$ cat config.mk
export PLATFORM = sky130hd
export DESIGN_NAME = uart_rx_flat
export DESIGN_NICKNAME = d
export VERILOG_FILES = /design/src/rtl/uart_rx_if.sv /design/src/rtl/uart_rx.sv /design/src/flat_wrapper.sv
export SDC_FILE = /design/constraint.sdc
export NUM_CORES = 1
export LEC_CHECK = 0
export ABC_AREA = 1
export CAP_MARGIN = 10
export CORE_ASPECT_RATIO = 0.6
export CORE_MARGIN = 1
export CORE_UTILIZATION = 45
export DETAILED_ROUTE_END_ITERATION = 7
export PLACE_DENSITY = 0.6
export RECOVER_POWER = 25
export SLEW_MARGIN = 5
export SYNTH_ARGS = -nofsm -noshare
export SYNTH_HDL_FRONTEND = slang
export SYNTH_SLANG_ARGS = --single-unit
export TNS_END_PERCENT = 10
$ cat constraint.sdc
create_clock -name clock -period 2.3 [get_ports clock]
set_input_delay 0.23 -clock clock [delete_from_list [all_inputs] [get_ports clock]]
set_output_delay 0.23 -clock clock [all_outputs]
set_load 0.005 [all_outputs]
$ cat src/rtl/uart_rx_if.sv
// Receiver-side bundle for uart_rx: serial line in, received byte and status strobes out.
// master is the receiver; slave is the pin driver plus the byte consumer.
interface uart_rx_if;
  logic       uart_rx;
  logic [7:0] dataOut;
  logic       valid;
  logic       frameError;
  logic       parityError;
  logic       busy;

  modport master (input uart_rx, output dataOut, valid, frameError, parityError, busy);
  modport slave  (output uart_rx, input dataOut, valid, frameError, parityError, busy);
endinterface

$ cat src/rtl/uart_rx.sv
// 8N1 UART receiver with 2-flop synchronizer and mid-bit sampling.
// Define UART_RX_PARITY_EN to expect an even-parity bit between data and stop.
module uart_rx #(
  parameter int CLOCK_SPEED = 12000000,
  parameter int BAUD_RATE   = 115200
) (
  input logic      clock,
  input logic      reset,
  uart_rx_if.master bus
);

  localparam int          CLKS_PER_BIT = CLOCK_SPEED / BAUD_RATE;
  localparam int          HALF_BIT     = CLKS_PER_BIT / 2;
  localparam logic [31:0] BIT_LAST     = 32'(CLKS_PER_BIT - 1);
  localparam logic [31:0] HALF_LAST    = 32'(HALF_BIT - 1);

  generate
    if (CLKS_PER_BIT < 4) begin : g_bad_rate
      $error("uart_rx: CLOCK_SPEED / BAUD_RATE must be at least 4");
    end
  endgenerate

  typedef enum logic [2:0] {IDLE, START, DATA, PARITY, STOP, WAIT_HIGH} state_t;

  state_t      state;
  logic        sync_p0;
  logic        sync_p1;
  logic [31:0] clk_cnt;
  logic [2:0]  bit_idx;
  logic [7:0]  shift_p0;
  logic [7:0]  data_out;
  logic        valid_r;
  logic        frame_err;
  logic        busy_r;
`ifdef UART_RX_PARITY_EN
  logic        par_bit;
  logic        par_err;
`endif

  always_ff @(posedge clock) begin
    if (reset) begin
      state     <= IDLE;
      sync_p0   <= 1'b1;
      sync_p1   <= 1'b1;
      clk_cnt   <= '0;
      bit_idx   <= '0;
      data_out  <= 8'h00;
      valid_r   <= 1'b0;
      frame_err <= 1'b0;
      busy_r    <= 1'b0;
`ifdef UART_RX_PARITY_EN
      par_err   <= 1'b0;
`endif
    end else begin
      // synchronizer stage boundary: sync_p1 is the only view of the line used below
      sync_p0   <= bus.uart_rx;
      sync_p1   <= sync_p0;
      valid_r   <= 1'b0;
      frame_err <= 1'b0;
`ifdef UART_RX_PARITY_EN
      par_err   <= 1'b0;
`endif
      case (state)
        IDLE: begin
          if (!sync_p1) begin
            state   <= START;
            busy_r  <= 1'b1;
            clk_cnt <= '0;
            bit_idx <= '0;
          end
        end
        START: begin
          if (clk_cnt == HALF_LAST) begin
            clk_cnt <= '0;
            if (sync_p1) begin
              state  <= IDLE;
              busy_r <= 1'b0;
            end else begin
              state <= DATA;
            end
          end else begin
            clk_cnt <= clk_cnt + 32'd1;
          end
        end
        DATA: begin
          if (clk_cnt == BIT_LAST) begin
            clk_cnt           <= '0;
            shift_p0[bit_idx] <= sync_p1;
            bit_idx           <= bit_idx + 3'd1;
            if (bit_idx == 3'd7) begin
`ifdef UART_RX_PARITY_EN
              state <= PARITY;
`else
              state <= STOP;
`endif
            end
          end else begin
            clk_cnt <= clk_cnt + 32'd1;
          end
        end
`ifdef UART_RX_PARITY_EN
        PARITY: begin
          if (clk_cnt == BIT_LAST) begin
            clk_cnt <= '0;
            par_bit <= sync_p1;
            state   <= STOP;
          end else begin
            clk_cnt <= clk_cnt + 32'd1;
          end
        end
`endif
        STOP: begin
          if (clk_cnt == BIT_LAST) begin
            clk_cnt <= '0;
            if (sync_p1) begin
              // leave mid-stop-bit so a back-to-back start edge is not missed
              state  <= IDLE;
              busy_r <= 1'b0;
`ifdef UART_RX_PARITY_EN
              if (^{shift_p0, par_bit}) begin
                par_err <= 1'b1;
              end else begin
                valid_r  <= 1'b1;
                data_out <= shift_p0;
              end
`else
              valid_r  <= 1'b1;
              data_out <= shift_p0;
`endif
            end else begin
              frame_err <= 1'b1;
              state     <= WAIT_HIGH;
            end
          end else begin
            clk_cnt <= clk_cnt + 32'd1;
          end
        end
        WAIT_HIGH: begin
          if (sync_p1) begin
            state  <= IDLE;
            busy_r <= 1'b0;
          end
        end
        default: begin
          state  <= IDLE;
          busy_r <= 1'b0;
        end
      endcase
    end
  end

  assign bus.dataOut    = data_out;
  assign bus.valid      = valid_r;
  assign bus.frameError = frame_err;
  assign bus.busy       = busy_r;
`ifdef UART_RX_PARITY_EN
  assign bus.parityError = par_err;
`else
  assign bus.parityError = 1'b0;
`endif

endmodule

$ cat src/flat_wrapper.sv
// flat-port wrapper written by rule: the top's interface ports become plain ports
module uart_rx_flat 
#(
  parameter int CLOCK_SPEED = 12000000,
  parameter int BAUD_RATE   = 115200
)
  (clock, reset, bus_uart_rx, bus_dataOut, bus_valid, bus_frameError, bus_parityError, bus_busy);
  uart_rx_if bus_i ();
  input logic clock;
  input logic reset;
  input wire logic [$bits(bus_i.uart_rx)-1:0] bus_uart_rx;
  output wire logic [$bits(bus_i.dataOut)-1:0] bus_dataOut;
  output wire logic [$bits(bus_i.valid)-1:0] bus_valid;
  output wire logic [$bits(bus_i.frameError)-1:0] bus_frameError;
  output wire logic [$bits(bus_i.parityError)-1:0] bus_parityError;
  output wire logic [$bits(bus_i.busy)-1:0] bus_busy;
  assign bus_i.uart_rx = bus_uart_rx;
  assign bus_dataOut = bus_i.dataOut;
  assign bus_valid = bus_i.valid;
  assign bus_frameError = bus_i.frameError;
  assign bus_parityError = bus_i.parityError;
  assign bus_busy = bus_i.busy;
  uart_rx #(.CLOCK_SPEED(CLOCK_SPEED), .BAUD_RATE(BAUD_RATE)) u_core (.clock(clock), .reset(reset), .bus(bus_i));
endmodule
# After elaboration in Yosys (flattened, before gate mapping)
# Index checks and enable logic that the tools add are counted.
dict set report totals {
  reg_bits 59
  latchBits 0
  ram_bits 0
  rom_bits 0
  inputBits 3
  out_inout_bits 12
  wordCells 69
  n_memories 0
}
dict set report classes {
  n_addsub 2
  mul 0
  div 0
  magnitude_cmp 2
  eq_ne 13
  shifts 0
  n_mux 26
  n_bitwise 4
  n_reduce_logical 12
}
# operator n
set op_table {}
lappend op_table {{$mux W32} 3}
lappend op_table {{$pmux W32 S3} 1}
lappend op_table {{$add A32 B1 Y32 const B} 1}
lappend op_table {{$eq A32 B6 Y1 const B} 1}
lappend op_table {{$eq A32 B7 Y1 const B} 1}
lappend op_table {{$mux W3} 9}
lappend op_table {{$pmux W3 S5} 1}
lappend op_table {{$ne A2 B1 Y1 const B} 5}
lappend op_table {{$eq A3 B3 Y1 const B} 3}
lappend op_table {{$reduce_and A3 Y1} 3}
lappend op_table {{$bwmux W8} 1}
lappend op_table {{$mux W1} 7}
lappend op_table {{$pmux W3 S2} 1}
lappend op_table {{$reduce_and A6 Y1} 1}
lappend op_table {{$pmux W1 S5} 1}
lappend op_table {{$lt A3 B4 Y1 const B} 1}
lappend op_table {{$not A1 Y1} 4}
lappend op_table {{$reduce_and A4 Y1} 1}
lappend op_table {{$add A3 B1 Y3 const B} 1}
lappend op_table {{$demux W1 S3} 1}
lappend op_table {{$eq A3 B1 Y1 const B} 1}
lappend op_table {{$eq A3 B2 Y1 const B} 1}
lappend op_table {{$ge A3 B1 Y1 const B} 1}
lappend op_table {{$logic_not A3 Y1} 1}
lappend op_table {{other kinds (8)} 8}

# Longest topological paths before layout
dict set report depth {
  word_depth 5
  depth_mapped 12
  mapped_depth_nobuf 12
}

# Worst setup path after synthesis
# OpenSTA, ideal clock, no wires.
dict set report synth_path {
  kind {register to register}
  from {reg u_core.clk_cnt[0]}
  to {reg u_core.shift_p0[1] (enable)}
  setup_ps 312
  arrival_ps 1474
  required_time_ps 1988
  slack_ps 514
  stages_incl_launch_ff 10
  path_buffers 0
  synth_period_minus_slack_ps 1786
  path_cell_list {dfxtp_1 ha_1 nand2_1 inv_1 nand3_1 nor2_2 nand2_4 nor2_4 nand3_1 nor3_1}
}
dict set report synth_via {
  elab_chain_cells 2
}
# item line_no
set synth_lines {}
lappend synth_lines {{start: declaration} uart_rx.sv:28} ;# logic [31:0] clk_cnt;
lappend synth_lines {{start signal: assignment} uart_rx.sv:82} ;# clk_cnt <= clk_cnt + 32'd1;
lappend synth_lines {{start signal: assignment} uart_rx.sv:98} ;# clk_cnt <= clk_cnt + 32'd1;
lappend synth_lines {{start signal: assignment} uart_rx.sv:135} ;# clk_cnt <= clk_cnt + 32'd1;
lappend synth_lines {{$eq A32 B7 Y1} uart_rx.sv:86} ;# if (clk_cnt == BIT_LAST) begin
lappend synth_lines {{$reduce_and A3 Y1 (no line)} n/a}
lappend synth_lines {{end signal: indexed assignment} uart_rx.sv:88} ;# shift_p0[bit_idx] <= sync_p1;
lappend synth_lines {{end: declaration} uart_rx.sv:30} ;# logic [7:0] shift_p0;
# Every way passes these cells.
# A chain may end at the register's enable or synchronous reset.

# Final worst setup path
# Ends and elaborated chain as after synthesis.

==> flow_results.xml <==
<?xml version="1.0" encoding="UTF-8"?>
<metrics>
  <group name="hold_path">
    <metric name="hp-start" unit="">u_core.sync_p0</metric>
    <metric name="hold_path_class" unit="">flip-flop to flip-flop</metric>
    <metric name="worst_hold_path.endpoint" unit="">u_core.sync_p1</metric>
    <metric name="min_path_cells" unit="">1</metric>
  </group>
  <group name="synthesis">
    <metric name="portion_of_synthesized_cell_area_occupied_by_the_leading_cell_type" unit="">0.3002</metric>
    <metric name="ys_warn_count" unit="">0</metric>
    <metric name="ys_dominant_reg_cell" unit="">sky130_fd_sc_hd__dfxtp_1</metric>
    <metric name="yosysSeqAreaShare" unit="">0.3709</metric>
    <metric name="most_frequently_used_cell_type_in_the_post_synthesis_netlist" unit="">sky130_fd_sc_hd__nand2_1</metric>
    <metric name="synth_largest_area_cell" unit="">sky130_fd_sc_hd__dfxtp_1</metric>
    <metric name="post_synth_num_cell_types" unit="">39</metric>
    <metric name="synth_edf_count" unit="">8</metric>
    <metric name="synth_top_cells_by_area" unit="">sky130_fd_sc_hd__dfxtp_1 (30%), sky130_fd_sc_hd__nand2_1 (14%), sky130_fd_sc_hd__nor2_1 (9.3%)</metric>
    <metric name="synth-seq-cells" unit="">59</metric>
    <metric name="synthTopCellsByCount" unit="">sky130_fd_sc_hd__nand2_1 (127), sky130_fd_sc_hd__nor2_1 (84), sky130_fd_sc_hd__inv_1 (59)</metric>
    <metric name="postSynth.asyncResetShare" unit="">0</metric>
    <metric name="syn-cell-area" unit="µm²">3401</metric>
    <metric name="post_synth.cell_area_avg" unit="µm²">6.802</metric>
    <metric name="synthCells" unit="">500</metric>
    <metric name="postSynthNetCount" unit="">506</metric>
  </group>
  <group name="clock_tree">
    <metric name="cts_hold_buffers" unit="">0</metric>
    <metric name="clk_pin_slew" unit="ns">0.05</metric>
    <metric name="h-tree-depth" unit="">3</metric>
    <metric name="cts_sinks" unit="">59</metric>
    <metric name="cts_setup_buffers" unit="">0</metric>
    <metric name="tritoncts" unit="">done</metric>
    <metric name="post_cts_resized" unit="">0</metric>
    <metric name="cts_inserted_buffers" unit="">9</metric>
    <metric name="ctsRootBufferMaster" unit="">sky130_fd_sc_hd__clkbuf_16</metric>
    <metric name="cts-root-to-sink-buffers" unit="">2</metric>
    <metric name="worstSkewPairLatency" unit="ns">0.34</metric>
  </group>
  <group name="global_routing">
    <metric name="antenna_found_initial" unit="">0</metric>
    <metric name="global_route.overflow_total" unit="">0</metric>
    <metric name="first_pass_grt_wire_length" unit="µm">14610</metric>
    <metric name="via_count_of_the_first_global_routing_pass" unit="">2797</metric>
    <metric name="groute.usage.overall" unit="">0.2449</metric>
    <metric name="largest_net_degree_at_the_start_of_global_routing" unit="">20</metric>
  </group>
  <group name="sta">
    <metric name="layout_min_cycle_time" unit="ns">2.006</metric>
    <metric name="total_count_of_max_transition_violations_in_the_final_report" unit="">0</metric>
    <metric name="setup-violations-final" unit="">0</metric>
    <metric name="fin_tns_setup" unit="ns">0</metric>
    <metric name="fmax_achieved" unit="MHz">498.4</metric>
    <metric name="finalClockSkew" unit="ns">0.007384</metric>
    <metric name="unrepaired_setup_endpoints_after_global_routing" unit="">no</metric>
    <metric name="timing.final.hold_violations" unit="">0</metric>
    <metric name="timing.final.crit_share" unit="">0.8723</metric>
  </group>
  <group name="status">
    <metric name="status" unit="">finished clean</metric>
  </group>
  <group name="placed_design">
    <metric name="postPlaceCellArea" unit="µm²">3641</metric>
    <metric name="dpl.hpwl" unit="µm">6735</metric>
    <metric name="routabilityCongestion" unit="">0.9098</metric>
    <metric name="number_of_i_o_port_buffers" unit="">13</metric>
  </group>
  <group name="floorplan">
    <metric name="floorplan.die.height" unit="µm">69.34</metric>
    <metric name="initial_core_utilization" unit="">0.4660</metric>
    <metric name="die-area" unit="µm²">7920</metric>
    <metric name="die_width" unit="µm">114.2</metric>
    <metric name="ioPinCount" unit="">15</metric>
    <metric name="placeableCoreArea" unit="µm²">7297</metric>
    <metric name="std_cell_rows" unit="">24</metric>
  </group>
  <group name="setup_path">
    <metric name="crit_required" unit="ns">2.33</metric>
    <metric name="criticalPathCategory" unit="">flip-flop to flip-flop</metric>
    <metric name="timing.critical_path.arrival" unit="ns">2.04</metric>
    <metric name="r2r_start" unit="">u_core.clk_cnt[0]</metric>
    <metric name="regToRegEndpoint" unit="">u_core.shift_p0[1]</metric>
    <metric name="startpoint_type" unit="">flip-flop</metric>
    <metric name="cp_max_fo" unit="">6</metric>
    <metric name="end_kind" unit="">flip-flop</metric>
    <metric name="r2r_slack" unit="ns">0.29</metric>
    <metric name="worstRegToRegCells" unit="">9</metric>
  </group>
  <group name="routing">
    <metric name="count_of_antenna_violating_nets_left_after_detailed_routing" unit="">0</metric>
    <metric name="number_of_optimization_iterations_in_the_first_detailed_route_pass" unit="">5</metric>
    <metric name="via_per_inst" unit="">5.149</metric>
    <metric name="detailedRoute.firstIterationViolations" unit="">389</metric>
    <metric name="drt-total-wl" unit="µm">9079</metric>
    <metric name="routedWlPerCell" unit="µm">14.43</metric>
    <metric name="num_vias" unit="">3239</metric>
    <metric name="route.detailed.drc" unit="">0</metric>
  </group>
  <group name="final_layout">
    <metric name="area_growth" unit="%">16.85</metric>
    <metric name="finalNetCount" unit="">526</metric>
    <metric name="post_route_cells_drive_above_1_share" unit="">0.1029</metric>
    <metric name="layout.filler_cells" unit="">725</metric>
    <metric name="cell_area_after_layout" unit="µm²">3974</metric>
    <metric name="insertedDiodeCount" unit="">0</metric>
  </group>
  <group name="job">
    <metric name="cap_viol_max_count" unit="">0</metric>
  </group>
  <group name="power">
    <metric name="power_density" unit="nW/µm²">1047</metric>
    <metric name="worst_ir_drop_vdd" unit="µV">735.9</metric>
    <metric name="power.static_leakage" unit="µW">0.001665</metric>
  </group>
</metrics>
how the worst max path moves through the flow:
stage                                 start                  to  cells after the start
after floorplan           u_core.clk_cnt[0]  u_core.shift_p0[1]                      9
after global placement    u_core.clk_cnt[0]  u_core.shift_p0[7]                      9
after detailed placement  u_core.clk_cnt[0]  u_core.shift_p0[3]                      9
after CTS                 u_core.clk_cnt[0]  u_core.shift_p0[3]                      9
after global routing      u_core.clk_cnt[0]  u_core.shift_p0[3]                      9
final                     u_core.clk_cnt[0]  u_core.shift_p0[1]                      9
power breakdown:
part	internal (µW)	total, µW	switching (µW)
combinational	394	1430	1030
clock	1050	1530	478
sequential	1110	1200	93.4
total	2550	4160	1610
routing by layer:
layer | vias to the layer above | wire (µm) | GRT usage
met1 | 1467 | 5055 | 0.4152
li1 | 1632 | - | -
met4 | 0 | 81 | 0.06494
met5 | - | 0 | 0
met3 | 11 | 746 | 0.06906
met2 | 129 | 3196 | 0.2795
critical path, stage by stage (launching register included):
cell and delay, ns:
sky130_fd_sc_hd__dfxtp_1 0.37, sky130_fd_sc_hd__ha_1 0.25, sky130_fd_sc_hd__nand2_1 0.11, sky130_fd_sc_hd__inv_1 0.09, sky130_fd_sc_hd__nand3_1 0.09, sky130_fd_sc_hd__nor2_2 0.22
sky130_fd_sc_hd__nand2_4 0.13, sky130_fd_sc_hd__nor2_4 0.11, sky130_fd_sc_hd__nand3_1 0.13, sky130_fd_sc_hd__nor3_1 0.19
sequential cells by signal, indices dropped and copies added, names as in the netlist:
name / cells
u_core.bit_idx: 3
u_core.bus.frameError: 1
u_core.bus.valid: 1
u_core.bus.busy: 1
u_core.bus.dataOut: 8
u_core.sync_p1: 1
u_core.sync_p0: 1
u_core.clk_cnt: 32
u_core.shift_p0: 8
u_core.state: 3
cells in the final DEF, fill, tap and decap left out, drive strengths merged, types with 11 or more instances in the layout:
cell	instances
nand4	11
inv	65
nor2	94
nor3	16
nand2	135
nand3	39
dfxtp	51
a21oi	19
xor2	14
o21ai	18
area by class of cell:
cell class / count / area [µm²] / share of cell area
tap: 104 / 130.1 / 0.03275
clock inverter: 6 / 103.9 / 0.02613
sequential: 59 / 1261 / 0.3174
inverter: 65 / 249.0 / 0.06266
multi-input combinational: 368 / 1841 / 0.4632
clock buffer: 10 / 229.0 / 0.05762
timing repair buffer: 17 / 160.2 / 0.04030
logic make-up (layout without fill, tap and decap cells):
logic type,Yosys count,after routing,share of synthesized area
XOR/XNOR,14,14,0.03606
adder cells (fa/ha/maj),3,3,0.01104
flip-flops,59,59,0.3709
AO/OA/AOI/OAI,47,47,0.08094
other,1,1,0.001103
AND/OR/NAND/NOR,303,303,0.4121
buffers and inverters,73,98,0.08793
stage by stage:
step	utilization	power, µW	instances	hold WS, ns	setup slack, ns
after detailed placement	0.4990	2643	613	0.3961	0.2939
after global placement	0.4990	2633	613	0.3976	0.3894
after global routing	0.5446	4406	629	0.4287	0.04239
final	0.5446	4160	629	0.4070	0.2937
after CTS	0.5446	4169	629	0.4075	0.2815
after floorplan	-	2323	500	0.3338	0.5142
Power figures use the tool's default switching activity.
==> variant (same settings) <==
The option `UART_RX_PARITY_EN` is turned on by a define.
--- a/src/rtl/uart_rx.sv
+++ b/src/rtl/uart_rx.sv
@@ -1,5 +1,7 @@
 // 8N1 UART receiver with 2-flop synchronizer and mid-bit sampling.
 // Define UART_RX_PARITY_EN to expect an even-parity bit between data and stop.
+`define UART_RX_PARITY_EN
+
 module uart_rx #(
   parameter int CLOCK_SPEED = 12000000,
   parameter int BAUD_RATE   = 115200
Check against the original RTL: same outputs for any inputs over 10 cycles, from zero or initial values and one cycle with reset high; that may be too few to reach the edited logic, so the function may still have changed.
==> variant against the unedited design <==
- sequential cell count is 2 higher
- combinational power fell by 33%
- first-iteration DRC count shrank 27%
- design area increased by 5.3%
- worst setup slack gained 0.043 ns
- global-route usage decreased by 0.71 points
- synthesized area is 6.9% higher
- power is 16% lower
- highest routed layer unchanged
- via count is 12% higher
- fmax grew 2.2%
- routed wire length is 3.2% higher
- critical endpoint is now u_core.shift_p0[5]
- largest power group unchanged
==> variant: results (changes against the unedited design) <==
[pwr]
leakage_nw = 1.925  ; +16%
peakVddDrop_mv = 0.8163  ; +11%
p_sw_share_pct = 35.59  ; -3.0 points

[routing]
firstDrtPassIters = 7  ; +2
wl_mm = 9.372  ; +3.2%
drt_iter0_drc = 284  ; -27%
viasPerCell = 5.107  ; -0.82%
wl_per_cell_um = 13.24  ; -8.3%

[synth]
synth_fp_nets = 585  ; +16%
ys_types = 34  ; -13%
syn_inst = 578  ; +16%
ys_seq_area_share_pct = 36.08  ; -1.0 points
synth.area.top_cells = dfxtp_1 29%, nand2_1 16%, nor2_1 11%, inv_1 9.1%, edfxtp_1 7.4%
synth-edff-count = 9  ; +1
synthTopCellsByCount = 156 x nand2_1, 103 x nor2_1, 88 x inv_1, 52 x dfxtp_1, 32 x nand3_1

[cells_and_area]
largest_reg_flops = 32  ; unchanged
largest_register = u_core.clk_cnt
drive_gt1_share_pct = 8.444  ; -1.8 points
nets = 607  ; +15%

[grt]
grt_pass1_vias = 3061  ; +9.4%
grt_max_degree = 22  ; +10%
grt_pass1_wl_mm = 15.44  ; +5.7%
grt_use_total_pct = 23.79  ; -0.71 points

[status]
status = finished, final reports clean

[place]
dpl.cell_count = 693  ; +13%
port_buffers = 14  ; +1
dp_hpwl_mm = 7.041  ; +4.5%
placed_area_sq_um = 3890  ; +6.8%
pre_cts_ws_ns = 0.3886  ; +0.09468 ns
gp_congestion = 0.8875  ; -2.5%

[worst_setup_path]
arrival_ns = 1.98  ; -0.06 ns
max_stage_delay_ns = 0.32  ; -0.05 ns
cp_top_family = simple AND/OR/NAND/NOR gates
cp_slowest_cell = dfxtp_1

[timing]
finClkSkew_ns = 0.005281  ; -0.002104 ns
worst_pin_slew_ns = 0.5787

[cts]
cts_buffers = 9  ; unchanged
root_buffer = clkbuf_16

-- variant: changes by cell type after synthesis, sizes merged, moves of 3 or more --
cell / change
buf: +3
nand2: +27
xor2: -12
nand4: +3
inv: +31
nor3: +14
nor2: +17
o211ai: -4
nand3: -5
nand3b: +3
-- variant: layout make-up --
| cell class | count | area [sq um] |
|---|---|---|
| Multi-Input combinational cell | 412 | 1903 |
| Sequential cell | 61 | 1311 |
| Inverter | 96 | 360.3 |
| Clock inverter | 4 | 47.55 |
| Clock buffer | 11 | 252.7 |
| Tap cell | 104 | 130.1 |
| Fill cell | 741 | 3354 |
| Timing Repair Buffer | 20 | 177.7 |
-- variant: final timing paths --
check	from	to	slack (ns)	cells past startpoint
max	u_core.clk_cnt[24]	u_core.shift_p0[5]	0.34	9
min reg2reg	u_core.sync_p0	u_core.sync_p1	0.42	1
min	u_core.sync_p0	u_core.sync_p1	0.42	1
max reg2reg	u_core.clk_cnt[24]	u_core.shift_p0[5]	0.34	9
-- variant: cell families (layout without fill, tap and decap cells) --
| group | after synthesis | after routing | synth area share (%) |
|---|---|---|---|
| fa+ha+maj | 4 | 4 | 1.377 |
| xor+xnor | 4 | 4 | 0.9640 |
| simple gates | 362 | 362 | 43.92 |
| flops | 61 | 61 | 36.08 |
| buf+inv | 105 | 131 | 11.57 |
| compound gates | 42 | 42 | 6.093 |
-- variant: power groups by stage --
| stage | Clock [mW] | Combinational [mW] | Sequential [mW] |
|---|---|---|---|
| 3_3_place_gp | 0 | 0.944 | 1.20 |
| 2_1_floorplan | 0 | 0.731 | 1.19 |
| 5_1_grt | 1.43 | 1.06 | 1.19 |
| 6_report | 1.36 | 0.952 | 1.18 |
| 4_1_cts | 1.39 | 0.945 | 1.18 |
| 3_5_place_dp | 0 | 0.946 | 1.20 |
-- variant: metal layers --
layer | GRT usage (%) | part of all wire [%] | routed length, um | vias to the layer above
met2 | 30.26 | 37 | 3427 | 134
met1 | 36.26 | 53 | 4969 | 1620
li1 | - | - | - | 1850
met5 | 0 | 0 | 0 | -
met4 | 6.838 | 0.99 | 93 | 0
met3 | 8.678 | 9.4 | 881 | 12
